## src/rtl/ttt_token_router.sv

```systemverilog
`default_nettype none
// ============================================================================
//  Module   : ttt_token_router
//  Purpose  : Initiator and receiver at the far end of the token network
//             connection-iteration protocol. It walks the outgoing connections
//             of every processor that fired this round, lowest index first.
//             For each one it issues load-range, then iterate until the
//             network reports done, then NOP. Every valid (target, good, bad)
//             triple is added into saturating per-processor counters.
//
//  Ports    : clk, reset           clock, synchronous active-high reset
//             start, fire_mask     begin a round over the fired processors
//             clear_tokens         zero all counters (only while idle)
//             busy, round_done     status; round_done is a one-cycle pulse
//             net_processor_id     processor currently being iterated
//             net_instruction      000 NOP, 110 load range, 111 iterate
//             net_valid/net_done   network triple valid / processor finished
//             net_target_id        destination processor of the triple
//             net_new_good_tokens  signed good-token delta
//             net_new_bad_tokens   signed bad-token delta
//             tok_rd_id            counter read address
//             tok_good/tok_bad     combinational counter read data
//
//  Revision : 1.0  initial release
// ============================================================================
module ttt_token_router #(
   parameter int NUM_PROCESSORS  = 4,
   parameter int NEW_TOKENS_BITS = 4,
   parameter int TOKEN_BITS      = 8,
   // Widened above $clog2 when the network can emit out-of-range target ids.
   parameter int PID_W           = $clog2(NUM_PROCESSORS)
) (
   input  logic                              clk,
   input  logic                              reset,
   input  logic                              start,
   input  logic [NUM_PROCESSORS-1:0]         fire_mask,
   input  logic                              clear_tokens,
   output logic                              busy,
   output logic                              round_done,
   output logic [PID_W-1:0]                  net_processor_id,
   output logic [2:0]                        net_instruction,
   input  logic                              net_valid,
   input  logic                              net_done,
   input  logic [PID_W-1:0]                  net_target_id,
   input  logic signed [NEW_TOKENS_BITS-1:0] net_new_good_tokens,
   input  logic signed [NEW_TOKENS_BITS-1:0] net_new_bad_tokens,
   input  logic [PID_W-1:0]                  tok_rd_id,
   output logic signed [TOKEN_BITS-1:0]      tok_good,
   output logic signed [TOKEN_BITS-1:0]      tok_bad
);

   // -------------------------------------------------------------------------
   // Constants
   // -------------------------------------------------------------------------
   localparam logic [2:0] c_st_idle   = 3'd0;
   localparam logic [2:0] c_st_scan   = 3'd1;
   localparam logic [2:0] c_st_load   = 3'd2;
   localparam logic [2:0] c_st_iter   = 3'd3;
   localparam logic [2:0] c_st_flush  = 3'd4;
   localparam logic [2:0] c_st_finish = 3'd5;

   localparam logic [2:0] c_ins_nop  = 3'b000;
   localparam logic [2:0] c_ins_load = 3'b110;
   localparam logic [2:0] c_ins_iter = 3'b111;

   localparam logic [NUM_PROCESSORS-1:0] c_mask_one = NUM_PROCESSORS'(1);

   // -------------------------------------------------------------------------
   // Signals
   // -------------------------------------------------------------------------
   logic [2:0]                     r_state;
   logic [2:0]                     w_state_nxt;
   logic [NUM_PROCESSORS-1:0]      r_pending;
   logic                           w_pend_any;
   logic [PID_W-1:0]               w_low_idx;

   logic                           w_busy_nxt;
   logic                           w_round_done_nxt;
   logic [2:0]                     w_ins_nxt;
   logic [PID_W-1:0]               w_pid_nxt;

   logic                           w_clear;
   logic                           w_acc;

   logic signed [TOKEN_BITS-1:0]   r_good [NUM_PROCESSORS];
   logic signed [TOKEN_BITS-1:0]   r_bad  [NUM_PROCESSORS];

   // -------------------------------------------------------------------------
   // Signed saturating add of a narrow delta into a counter. One guard bit is
   // enough because the delta is never wider than the counter; overflow shows
   // up as the guard bit disagreeing with the counter sign bit.
   // -------------------------------------------------------------------------
   function automatic logic signed [TOKEN_BITS-1:0] sat_add(
      input logic signed [TOKEN_BITS-1:0]      a,
      input logic signed [NEW_TOKENS_BITS-1:0] d
   );
      logic [TOKEN_BITS:0] sum;
      sum = {a[TOKEN_BITS-1], a}
          + {{(TOKEN_BITS + 1 - NEW_TOKENS_BITS){d[NEW_TOKENS_BITS-1]}}, d};
      if (sum[TOKEN_BITS] != sum[TOKEN_BITS-1]) begin
         if (sum[TOKEN_BITS])
            sat_add = {1'b1, {(TOKEN_BITS-1){1'b0}}};
         else
            sat_add = {1'b0, {(TOKEN_BITS-1){1'b1}}};
      end else begin
         sat_add = sum[TOKEN_BITS-1:0];
      end
   endfunction

   // -------------------------------------------------------------------------
   // Pending-mask helpers: lowest set bit wins so processors go in index order.
   // -------------------------------------------------------------------------
   assign w_pend_any = |r_pending;

   always_comb begin
      w_low_idx = '0;
      for (int i = NUM_PROCESSORS - 1; i >= 0; i--) begin
         if (r_pending[i])
            w_low_idx = PID_W'(i);
      end
   end

   // -------------------------------------------------------------------------
   // FSM: state and output registers
   // -------------------------------------------------------------------------
   always_ff @(posedge clk) begin
      if (reset) begin
         r_state          <= c_st_idle;
         busy             <= 1'b0;
         round_done       <= 1'b0;
         net_instruction  <= c_ins_nop;
         net_processor_id <= '0;
      end else begin
         r_state          <= w_state_nxt;
         busy             <= w_busy_nxt;
         round_done       <= w_round_done_nxt;
         net_instruction  <= w_ins_nxt;
         net_processor_id <= w_pid_nxt;
      end
   end

   // -------------------------------------------------------------------------
   // FSM: next-state logic
   // -------------------------------------------------------------------------
   always_comb begin
      w_state_nxt = r_state;
      case (r_state)
         c_st_idle:   if (start) w_state_nxt = c_st_scan;
         c_st_scan:   w_state_nxt = w_pend_any ? c_st_load : c_st_finish;
         c_st_load:   w_state_nxt = c_st_iter;
         c_st_iter:   if (net_done) w_state_nxt = c_st_flush;
         c_st_flush:  w_state_nxt = c_st_scan;
         c_st_finish: w_state_nxt = c_st_idle;
         default:     w_state_nxt = c_st_idle;
      endcase
   end

   // -------------------------------------------------------------------------
   // FSM: output logic. Outputs are decoded from the next state and then
   // registered, so they line up with the state they describe.
   // -------------------------------------------------------------------------
   always_comb begin
      w_busy_nxt       = (w_state_nxt != c_st_idle);
      w_round_done_nxt = (w_state_nxt == c_st_finish);
      case (w_state_nxt)
         c_st_load: w_ins_nxt = c_ins_load;
         c_st_iter: w_ins_nxt = c_ins_iter;
         default:   w_ins_nxt = c_ins_nop;
      endcase
      // The id only moves when SCAN picks the next processor, which keeps it
      // stable across LOAD, ITER and FLUSH.
      w_pid_nxt = net_processor_id;
      if (r_state == c_st_scan && w_pend_any)
         w_pid_nxt = w_low_idx;
   end

   // -------------------------------------------------------------------------
   // Pending mask
   // -------------------------------------------------------------------------
   always_ff @(posedge clk) begin
      if (reset) begin
         r_pending <= '0;
      end else if (r_state == c_st_idle && start) begin
         r_pending <= fire_mask;
      end else if (r_state == c_st_scan && w_pend_any) begin
         // x & (x - 1) drops exactly the lowest set bit.
         r_pending <= r_pending & (r_pending - c_mask_one);
      end
   end

   // -------------------------------------------------------------------------
   // Token counters. A target id outside the processor range matches no
   // counter, so such triples are dropped without any explicit check.
   // -------------------------------------------------------------------------
   assign w_clear = (r_state == c_st_idle) && clear_tokens;
   assign w_acc   = (r_state == c_st_iter) && net_valid;

   always_ff @(posedge clk) begin
      if (reset || w_clear) begin
         for (int i = 0; i < NUM_PROCESSORS; i++) begin
            r_good[i] <= '0;
            r_bad[i]  <= '0;
         end
      end else if (w_acc) begin
         for (int i = 0; i < NUM_PROCESSORS; i++) begin
            if (net_target_id == PID_W'(i)) begin
               r_good[i] <= sat_add(r_good[i], net_new_good_tokens);
               r_bad[i]  <= sat_add(r_bad[i],  net_new_bad_tokens);
            end
         end
      end
   end

   // -------------------------------------------------------------------------
   // Combinational read port; out-of-range addresses read as zero.
   // -------------------------------------------------------------------------
   always_comb begin
      tok_good = '0;
      tok_bad  = '0;
      for (int i = 0; i < NUM_PROCESSORS; i++) begin
         if (tok_rd_id == PID_W'(i)) begin
            tok_good = r_good[i];
            tok_bad  = r_bad[i];
         end
      end
   end

endmodule
`default_nettype wire

```

## config.mk

```make
export PLATFORM = sky130hd
export DESIGN_NAME = ttt_token_router
export DESIGN_NICKNAME = d
export VERILOG_FILES = /design/src/rtl/ttt_token_router.sv
export SDC_FILE = /design/constraint.sdc
export NUM_CORES = 1
export LEC_CHECK = 0
export BUFFER_PORTS_ARGS = -buffer_cell sky130_fd_sc_hd__buf_2
export CAP_MARGIN = 20
export CORE_MARGIN = 10
export CORE_UTILIZATION = 54
export DETAILED_ROUTE_END_ITERATION = 10
export PLACE_DENSITY = 0.73
export SLEW_MARGIN = 20
export SYNTH_ARGS = -nofsm -noshare
export SYNTH_HDL_FRONTEND = slang
export SYNTH_SLANG_ARGS = --single-unit
```

## constraint.sdc

```tcl
create_clock -name clk -period 3.6 [get_ports clk]
set_input_delay 0.18 -clock clk [delete_from_list [all_inputs] [get_ports clk]]
set_output_delay 0.18 -clock clk [all_outputs]
set_load 0.02 [all_outputs]
```

==> results of run 1 <==
-- placed cells by master, fill, tap and decap left out, drive strengths merged, types with 4 or more instances in the layout --
cell      n
a31oi     7
nand2    26
o31ai     8
o211ai    9
edfxtp   64
a211o     5
nor3b    12
o21ai    63
o21a     18
a2111oi  10
a21oi    40
mux4     16
or3       6
inv      29
xor2     17
xnor2    10
dfxtp    13
o21bai    5
nand2b   28
a31o      4
nor2b     4
buf      46
clkbuf   10
a21o     27
nor2     37
fa        8
a211oi   15
nand3    13
nor3     14
ha       64
-- through the flow --
stage / total power, W / utilization / worst slack (ns)
2_1_floorplan: 0.00195 / - / 1.11
3_3_place_gp: 0.00216 / 0.579 / 0.847
3_5_place_dp: 0.00221 / 0.579 / 0.725
4_1_cts: 0.00326 / 0.609 / 0.892
5_1_grt: 0.00343 / 0.609 / 0.603
6_report: 0.00326 / 0.609 / 0.872
-- metal layers --
metal | up-vias | track usage
li1 | 2456 | -
met5 | - | 0
met3 | 12 | 0.0339
met2 | 132 | 0.296
met1 | 2385 | 0.227
met4 | 0 | 0.0502
-- worst reg2reg max path, stage by stage (launching register included) --
cell	delay, ns
edfxtp_1	0.42
ha_1	0.39
a2111oi_0	0.50
nor3_1	0.16
nor3b_1	0.17
o21ai_0	0.61
o21ai_0	0.19
-- final cells by class --
| type | count | area share |
|---|---|---|
| clock buffer | 10 | 0.0332 |
| sequential | 77 | 0.317 |
| inverter | 29 | 0.0158 |
| tap | 143 | 0.0260 |
| timing repair buffer | 46 | 0.0341 |
| clock inverter | 6 | 0.0162 |
| multi-input combinational | 491 | 0.558 |
-- sequential cells by signal, summed over array words and instances (netlist names) --
register / count
r_bad: 32
net_instruction: 2
busy: 1
r_good: 32
net_processor_id: 2
r_pending: 4
round_done: 1
r_state: 3
-- worst max path at each step --
stage / end / slack [ns]
3_3_place_gp: r_bad[2][3] / 0.85
4_1_cts: r_good[2][6] / 0.89
5_1_grt: r_bad[0][6] / 0.60
2_1_floorplan: r_bad[0][0] / 1.11
6_report: r_good[2][1] / 0.87
3_5_place_dp: r_good[2][0] / 0.72
-- power by group through the flow --
stage	sequential [W]	clock, W	combinational (W)
floorplan	0.00117	0	0.000787
CTS	0.00118	0.00106	0.00102
finish	0.00118	0.00106	0.00102
global placement	0.00119	0	0.000971
global route	0.00120	0.00110	0.00113
detailed placement	0.00120	0	0.00101
-- logic make-up (layout without fill, tap and decap cells) --
logic type / Yosys count / after routing / share of synthesized area
AO/OA/AOI/OAI: 220 / 220 / 0.237
XOR/XNOR: 27 / 27 / 0.0381
adder cells (fa/ha/maj): 72 / 72 / 0.155
buffers and inverters: 41 / 91 / 0.0278
flip-flops: 77 / 77 / 0.352
multiplexers: 17 / 17 / 0.0599
AND/OR/NAND/NOR: 155 / 155 / 0.131
==> summary.txt, run 1 <==
Finish
  • Area Growth Syn to Fin: 11.1%
  • Share of cells above drive strength 1: 0.143
  • Seq. cell area: 0.00218 mm2
  • Number of fill cells in the layout: 925
  • Diode count: 0
  • Final Non-Filler Cells: 802
  • Fin area: 0.00689 mm2
  • NumNets Final: 748
  • Multi-input logic area: 0.00385 mm2

Power and ir drop
  • Sequential share of power: 0.362
  • Clock power frac: 0.325
  • VDD IR max: 256 uV
  • Int Pwr: 0.00220 W
  • Switching power: about 0.0011 W
  • P_leak: 2.94 nW
  • PwrDens: 474 mW/mm2
  • Combinational power share: 0.313
  • Sw frac: 0.327

Timing
  • Endpoints failing setup: 0
  • Hold Slack: between 0.07 and 0.08 ns
  • Worst-Margin Slew: 0.756 ns
  • Tmin final: 2.73 ns
  • Final Hold Viols: 0
  • Slew Viols, Final: 0
  • FMAX: 0.367 GHz
  • Setup TNS: 0 ns
  • Rel. slew slack: 0.490
  • Final period utilization: 0.758
  • Clock Skew: 0.00768 ns
  • RSZ-0062 raised after global routing: no

Detailed routing
  • Via count: 4985
  • Max Used Layer: met4
  • Met3 routed WL: 685 um
  • DR iter-0 viols: 474
  • Post-DRT Antenna Nets: 0
  • DR WL/cell: 18.1 um
  • M1 wire length: approximately 6700 um
  • Drc violations: 0
  • Number of detailed-route iterations in the first pass: 5
  • Routed Wire Length: around 14000 um
  • Met2 Routed Length: 6980 um
  • Vias/cell: 6.22

Die
  • Die height: 127 um
  • Die Area: 0.0162 mm2
  • FP Rows: 39
  • Core box area: 0.0113 mm2
  • Initial Utilization: 0.548
  • Die width: 127 um
  • # IOs: between 40 and 50

Status
  • Status: finished, final reports clean

Setup path
  • CP Class: flip-flop to flip-flop
  • R2R Setup Slk: 0.87 ns
  • Top Family by Delay on Critical Path: compound AO/OA/AOI/OAI gates
  • CP Cell Sequence: ha_1, a2111oi_0, nor3_1, nor3b_1, o21ai_0, o21ai_0
  • CP peak stage delay: 0.61 ns
  • R2R Path End: r_good[2][1]
  • CP Depth: 6
  • Worst-path fanout max: 7
  • Worst r2r path cells: 6
  • Worst Setup End Kind: flip-flop
  • Worst r2r src: r_good[2][6]
  • Crit-path slowest cell: o21ai_0
  • Crit. Startpoint: r_good[2][6]
  • CP Launch Type: flip-flop
  • WP data required: about 3.7 ns
  • WP data arrival: 2.78 ns
  • Most used cell, CP: o21ai_0
  • Crit path buffers/inverters: 0

Yosys
  • Seq/Total Area, Yosys: 0.352
  • Post-synthesis average cell area: between 10 and 15 um2
  • Post-synth EDFFs: 64
  • Synth area leader: edfxtp_1
  • Ys async rst share: 0
  • Most common library cells after synthesis: 64 x edfxtp_1, 64 x ha_1, 63 x o21ai_0
  • Leading post-synthesis cells by cell area: edfxtp_1 31%, ha_1 13%, mux4_2 5.8%, o21ai_0 5.1%, dfxtp_1 4.2%
  • Top_reg_cell synth: edfxtp_1
  • Synth Register Bits: 77
  • Synthesized area: 0.00620 mm2
  • Synth cell types: 57
  • Syn nets: 703
  • Post-synth top area share: 0.310
  • Post-synthesis cell count: 609
  • Synth warnings: 0

Hold path
  • Startpoint of the worst hold path: fire_mask[0]
  • Hold EP: r_pending[0]
  • HP Class: input pin to flip-flop
  • Hold-critical path depth: 3

Placed design
  • Port Buffers: 44
  • Dpl cells: 786
  • Area post-placement: between 0.006 and 0.007 mm2
  • GPL Wtd Cong: 0.881
  • HPWL after DPL: 11400 um

GRT
  • Global-route wire length before repair: roughly 24000 um
  • Number of global-route vias before repair: 4919
  • GRT overflow: 0
  • Initial antenna violation count: 0
  • Gr usage total: 0.177
  • Pin count of the biggest net entering global routing: 21

Run
  • Max Cap Viol: 0

Clock tree
  • CTS H-tree depth: 3
  • Clk pin slew, worst setup/hold paths: 0.06 ns
  • CTS tree: yes
  • Clock Latency Late Sink: 0.34 ns
  • Clk root buf: clkbuf_16
  • CTS buffer count: 9
  • Clk buf depth: 2
  • Clk sink count: 77
  • Hold_buf cts: 0
  • Resize count post-CTS: 0
  • Postcts setup bufs: 0
Power figures use the tool's default switching activity.
==> run 2: changes to the inputs <==
- clock period: 3.6 -> 2.76 ns (I/O delays scaled with it)
==> run 2 against run 1 <==
Against the previous run:
- register-to-register slack got worse by 0.69 ns
- final cell count is 1.2% higher
- routed wire length barely moved
- sequential power grew 31%
- combinational power grew 30%
- clock skew fell by 0.0033 ns
- utilization rose by 0.20 points
- setup slack got worse by 0.69 ns
==> summary.txt, run 2 (synthesis results as in run 1) <==
Die
  • Die height: 127 um (unchanged)
  • Die width: 127 um (unchanged)
  • Core box area: 0.0113 mm2 (unchanged)
  • # IOs: 45 (unchanged)
  • Die Area: 0.0162 mm2 (unchanged)
  • Initial Utilization: 0.548 (unchanged)
  • FP Rows: 39 (unchanged)

Clock tree
  • Resize count post-CTS: 0 (unchanged)
  • CTS buffer count: 9 (unchanged)
  • Clk pin slew, worst setup/hold paths: 0.06 ns (about the same)
  • Postcts setup bufs: 0 (unchanged)
  • CTS tree: yes (unchanged)
  • Clk buf depth: 2 (unchanged)
  • Clk root buf: clkbuf_16 (unchanged)
  • Clock Latency Late Sink: 0.34 ns (about the same)
  • Clk sink count: 77 (unchanged)
  • CTS H-tree depth: 3 (unchanged)
  • Hold_buf cts: 0 (unchanged)

Hold path
  • Hold EP: r_pending[1] (was r_pending[0])
  • HP Class: input pin to flip-flop (unchanged)
  • Startpoint of the worst hold path: fire_mask[1] (was fire_mask[0])
  • Hold-critical path depth: 3 (unchanged)

Setup path
  • CP Launch Type: flip-flop (unchanged)
  • Worst Setup End Kind: flip-flop (unchanged)
  • WP data arrival: 2.70 ns (was 2.78 ns)
  • R2R Setup Slk: 0.19 ns (was 0.87 ns)
  • R2R Path End: r_good[3][2] (was r_good[2][1])
  • Worst-path fanout max: 7 (unchanged)
  • Worst r2r src: r_good[3][0] (was r_good[2][6])
  • CP Class: flip-flop to flip-flop (unchanged)
  • Worst r2r path cells: 9 (was 6)
  • WP data required: 2.89 ns (was 3.65 ns)

Timing
  • Worst-Margin Slew: 0.729 ns (was 0.756 ns)
  • Clock Skew: 0.00442 ns (was 0.00768 ns)
  • Hold Slack: 0.0343 ns (was 0.0760 ns)
  • Endpoints failing setup: 0 (unchanged)
  • Setup TNS: 0 ns (unchanged)
  • RSZ-0062 raised after global routing: no (unchanged)
  • FMAX: 0.389 GHz (was 0.367 GHz)
  • Final Hold Viols: 0 (unchanged)
  • Rel. slew slack: 0.513 (was 0.490)
  • Slew Viols, Final: 0 (unchanged)
  • Final period utilization: 0.932 (was 0.758)
  • Tmin final: 2.57 ns (was 2.73 ns)

Detailed routing
  • Routed Wire Length: 14500 um (about the same)
  • Post-DRT Antenna Nets: 0 (unchanged)
  • DR WL/cell: 17.8 um (was 18.1 um)
  • Drc violations: 0 (unchanged)
  • Vias/cell: 6.30 (was 6.22)
  • Number of detailed-route iterations in the first pass: 4 (was 5)
  • Via count: 5119 (was 4985)
  • DR iter-0 viols: 341 (was 474)

Finish
  • Share of cells above drive strength 1: 0.155 (was 0.143)
  • Final Non-Filler Cells: 812 (was 802)
  • Area Growth Syn to Fin: 11.5% (was 11.1%)
  • Regs by FF count: r_bad (32), r_good (32), r_pending (4) (unchanged)
  • Commonest non-fill, non-tap cells in the layout: 64 x ha_1, 64 x edfxtp_1, 61 x o21ai_0, 44 x buf_2, 39 x a21oi_1 (unchanged)
  • Diode count: 0 (unchanged)
  • NumNets Final: 758 (was 748)

Placed design
  • Port Buffers: 44 (unchanged)
  • Dpl cells: 796 (was 786)
  • GPL Wtd Cong: 0.897 (was 0.881)
  • HPWL after DPL: 11400 um (about the same)

Power and ir drop
  • VDD IR max: 337 uV (was 256 uV)
  • P_leak: 2.97 nW (was 2.94 nW)
  • Total power: 0.00403 W (was 0.00326 W)
  • PwrDens: 583 mW/mm2 (was 474 mW/mm2)

GRT
  • Gr usage total: 0.174 (was 0.177)
  • GRT overflow: 0 (unchanged)
  • Pin count of the biggest net entering global routing: 21 (unchanged)
  • Global-route wire length before repair: 23500 um (was 23800 um)
  • Number of global-route vias before repair: 4937 (was 4919)
  • Initial antenna violation count: 0 (unchanged)

Run
  • Max Cap Viol: 0 (unchanged)

Status
  • Status: finished, final reports clean (unchanged)
[run 2: layout make-up]
cell class / count / area, um2
clock buffer: 12 / 268
clock inverter: 4 / 20.0
fill: 942 / 4410
inverter: 29 / 109
multi-input combinational: 491 / 3850
sequential: 77 / 2180
tap: 143 / 179
timing repair buffer: 56 / 310
[run 2: worst max-delay path, stage by stage, from the launching register on]
cell and delay [ns]:
edfxtp_1 0.36, ha_1 0.20, inv_1 0.06, fa_1 0.38, nor2b_1 0.21, o31a_1 0.21
nor3_1 0.07, o22ai_1 0.29, nor2_1 0.21, o41ai_1 0.39
[run 2: worst max path at each step]
stage | from | endpoint | cells after the start
floorplan | r_state[2] | r_bad[0][0] | 5
global placement | net_new_bad_tokens[3] | r_bad[3][6] | 9
detailed placement | net_new_bad_tokens[3] | r_bad[3][2] | 9
CTS | r_good[3][0] | r_good[3][2] | 9
global route | r_good[3][0] | r_good[3][2] | 9
finish | r_good[3][0] | r_good[3][2] | 9
[run 2: metrics by stage]
stage / worst slack [ns] / cell area (um2) / util
2_1_floorplan: 0.269 / 6200 / -
3_5_place_dp: 0.189 / 6630 / 0.585
3_3_place_gp: 0.263 / 6630 / 0.585
5_1_grt: 0.00849 / 6920 / 0.611
4_1_cts: 0.194 / 6920 / 0.611
6_report: 0.187 / 6920 / 0.611
[run 2: power breakdown]
part           switching [W]  total [W]  internal (W)  leakage, nW
clock network       0.000483    0.00117      0.000683        0.147
registers           0.000116    0.00154       0.00143        0.800
logic               0.000767    0.00133      0.000558         2.02
total                0.00137    0.00403       0.00267         2.97
[run 2: metal layers]
| layer | GRT usage | wire length (um) | vias to the layer above |
|---|---|---|---|
| met5 | 0 | 0 | - |
| met4 | 0.0462 | 174 | 0 |
| met3 | 0.0347 | 850 | 17 |
| met2 | 0.294 | 6950 | 146 |
| met1 | 0.221 | 6510 | 2491 |
| li1 | - | - | 2465 |
==> run 3: changes to the inputs <==
- CTS_BUF_LIST: unset -> sky130_fd_sc_hd__clkbuf_8 sky130_fd_sc_hd__clkbuf_16
- CTS_CLUSTER_SIZE: unset -> 10
==> run 3 against run 2 <==
Against the previous run:
- non-clock buffer count did not move
- largest cell class unchanged
- fmax barely moved
- sequential cell count did not move
- highest routed layer unchanged
- routed wire length about the same
- first-iteration DRC count is 1.5% higher
- critical endpoint unchanged
==> summary.txt, run 3 (synthesis results as in run 1) <==
Detailed routing
  • Via count: 5118 (was 5119)
  • Routed Wire Length: 14500 um (about the same)
  • Vias/cell: 6.30 (about the same)
  • Drc violations: 0 (unchanged)
  • DR iter-0 viols: 346 (was 341)
  • DR WL/cell: 17.8 um (about the same)
  • Post-DRT Antenna Nets: 0 (unchanged)
  • Number of detailed-route iterations in the first pass: 4 (unchanged)

Clock tree
  • CTS tree: yes (unchanged)
  • Postcts setup bufs: 0 (unchanged)
  • Resize count post-CTS: 0 (unchanged)
  • Clk sink count: 77 (unchanged)
  • Hold_buf cts: 0 (unchanged)
  • Clk pin slew, worst setup/hold paths: 0.06 ns (about the same)
  • Clk buf depth: 2 (unchanged)
  • Clock Latency Late Sink: 0.34 ns (about the same)
  • CTS H-tree depth: 3 (unchanged)
  • CTS buffer count: 9 (unchanged)
  • Clk root buf: clkbuf_16 (unchanged)

Die
  • Core box area: 0.0113 mm2 (unchanged)
  • # IOs: 45 (unchanged)
  • Die width: 127 um (unchanged)
  • Initial Utilization: 0.548 (unchanged)
  • Die Area: 0.0162 mm2 (unchanged)
  • FP Rows: 39 (unchanged)
  • Die height: 127 um (unchanged)

Hold path
  • Startpoint of the worst hold path: fire_mask[1] (unchanged)
  • HP Class: input pin to flip-flop (unchanged)

Timing
  • Worst-Margin Slew: 0.729 ns (about the same)
  • Hold Slack: 0.0340 ns (was 0.0343 ns)
  • RSZ-0062 raised after global routing: no (unchanged)
  • Slew Viols, Final: 0 (unchanged)
  • Tmin final: 2.58 ns (was 2.57 ns)
  • Setup TNS: 0 ns (unchanged)
  • Final period utilization: 0.933 (was 0.932)
  • Endpoints failing setup: 0 (unchanged)
  • Rel. slew slack: 0.513 (about the same)
  • Final Hold Viols: 0 (unchanged)
  • FMAX: 0.388 GHz (was 0.389 GHz)
  • Clock Skew: 0.00439 ns (was 0.00442 ns)

GRT
  • Initial antenna violation count: 0 (unchanged)
  • Global-route wire length before repair: 23500 um (unchanged)
  • GRT overflow: 0 (unchanged)
  • Pin count of the biggest net entering global routing: 21 (unchanged)
  • Gr usage total: 0.174 (unchanged)
  • Number of global-route vias before repair: 4937 (unchanged)

Setup path
  • R2R Setup Slk: 0.18 ns (was 0.19 ns)
  • Crit. Startpoint: r_good[3][0] (unchanged)
  • CP peak stage delay: 0.39 ns (about the same)
  • CP Cell Sequence: ha_1, inv_1, fa_1, nor2b_1, o31a_1, nor3_1, o22ai_1, nor2_1, o41ai_1 (unchanged)
  • Crit-path slowest cell: o41ai_1 (unchanged)
  • WP data arrival: 2.71 ns (was 2.70 ns)
  • Worst Setup End Kind: flip-flop (unchanged)
  • Worst r2r src: r_good[3][0] (unchanged)
  • CP Launch Type: flip-flop (unchanged)
  • Worst-path fanout max: 7 (unchanged)
  • CP Class: flip-flop to flip-flop (unchanged)
  • WP data required: 2.89 ns (about the same)

Power and ir drop
  • Combinational power share: 0.329 (about the same)
  • P_leak: 2.97 nW (about the same)
  • VDD IR max: 337 uV (about the same)
  • Sw frac: 0.339 (about the same)
  • Clock power frac: 0.288 (was 0.289)
  • PwrDens: 583 mW/mm2 (about the same)
  • Int Pwr: 0.00266 W (was 0.00267 W)
  • Total power: 0.00403 W (about the same)
  • Sequential share of power: 0.383 (was 0.382)
  • Switching power: 0.00137 W (about the same)

Finish
  • Commonest non-fill, non-tap cells in the layout: 64 x ha_1, 64 x edfxtp_1, 61 x o21ai_0, 44 x buf_2, 39 x a21oi_1 (unchanged)
  • Share of cells above drive strength 1: 0.155 (unchanged)
  • Diode count: 0 (unchanged)
  • Area Growth Syn to Fin: 11.5% (unchanged)
  • Number of fill cells in the layout: 942 (unchanged)
  • Regs by FF count: r_bad (32), r_good (32), r_pending (4) (unchanged)
  • Seq. cell area: 0.00218 mm2 (unchanged)
  • Multi-input logic area: 0.00385 mm2 (unchanged)
  • NumNets Final: 758 (unchanged)

Placed design
  • Port Buffers: 44 (unchanged)
  • GPL Wtd Cong: 0.897 (unchanged)
  • HPWL after DPL: 11400 um (unchanged)

Run
  • Max Cap Viol: 0 (unchanged)

Status
  • Status: finished, final reports clean (unchanged)
[run 3: worst max-delay path, delay by kind of cell (launching register included)]
family / cells / cell delay [ns]
buffers and inverters: 1 / 0.06
adder cells (fa/ha/maj): 2 / 0.58
flip-flops: 1 / 0.36
AO/OA/AOI/OAI: 3 / 0.89
AND/OR/NAND/NOR: 3 / 0.49
[run 3: cell type report]
type                            count  area share
Timing Repair Buffer               56      0.0449
Clock buffer                       11      0.0382
Sequential cell                    77       0.316
Clock inverter                      5     0.00344
Inverter                           29      0.0157
Tap cell                          143      0.0259
Multi-Input combinational cell    491       0.556
[run 3: final timing paths]
check,cells past startpoint,end
max,9,r_good[3][2]
max reg2reg,9,r_good[3][2]
min,3,r_pending[1]
min reg2reg,2,net_processor_id[1]
[run 3: through the flow]
| step | cell area, um2 | utilization | std cells | worst slack, ns |
|---|---|---|---|---|
| 3_5_place_dp | 6630 | 0.585 | 796 | 0.189 |
| 5_1_grt | 6920 | 0.611 | 812 | 0.00847 |
| 4_1_cts | 6920 | 0.611 | 812 | 0.194 |
| 2_1_floorplan | 6200 | - | 609 | 0.269 |
| 3_3_place_gp | 6630 | 0.585 | 796 | 0.263 |
| 6_report | 6920 | 0.611 | 812 | 0.184 |
[run 3: power by group through the flow]
stage	clock [W]	sequential (W)	combinational (W)
5_1_grt	0.00121	0.00156	0.00147
3_3_place_gp	0	0.00156	0.00127
4_1_cts	0.00117	0.00154	0.00132
2_1_floorplan	0	0.00152	0.00103
3_5_place_dp	0	0.00156	0.00132
6_report	0.00116	0.00154	0.00133
[run 3: metal layers]
metal	vias up	wire length, um	GRT usage
li1	2465	-	-
met1	2490	6520	0.221
met2	146	6950	0.294
met3	17	849	0.0347
met4	0	174	0.0462
met5	-	0	0
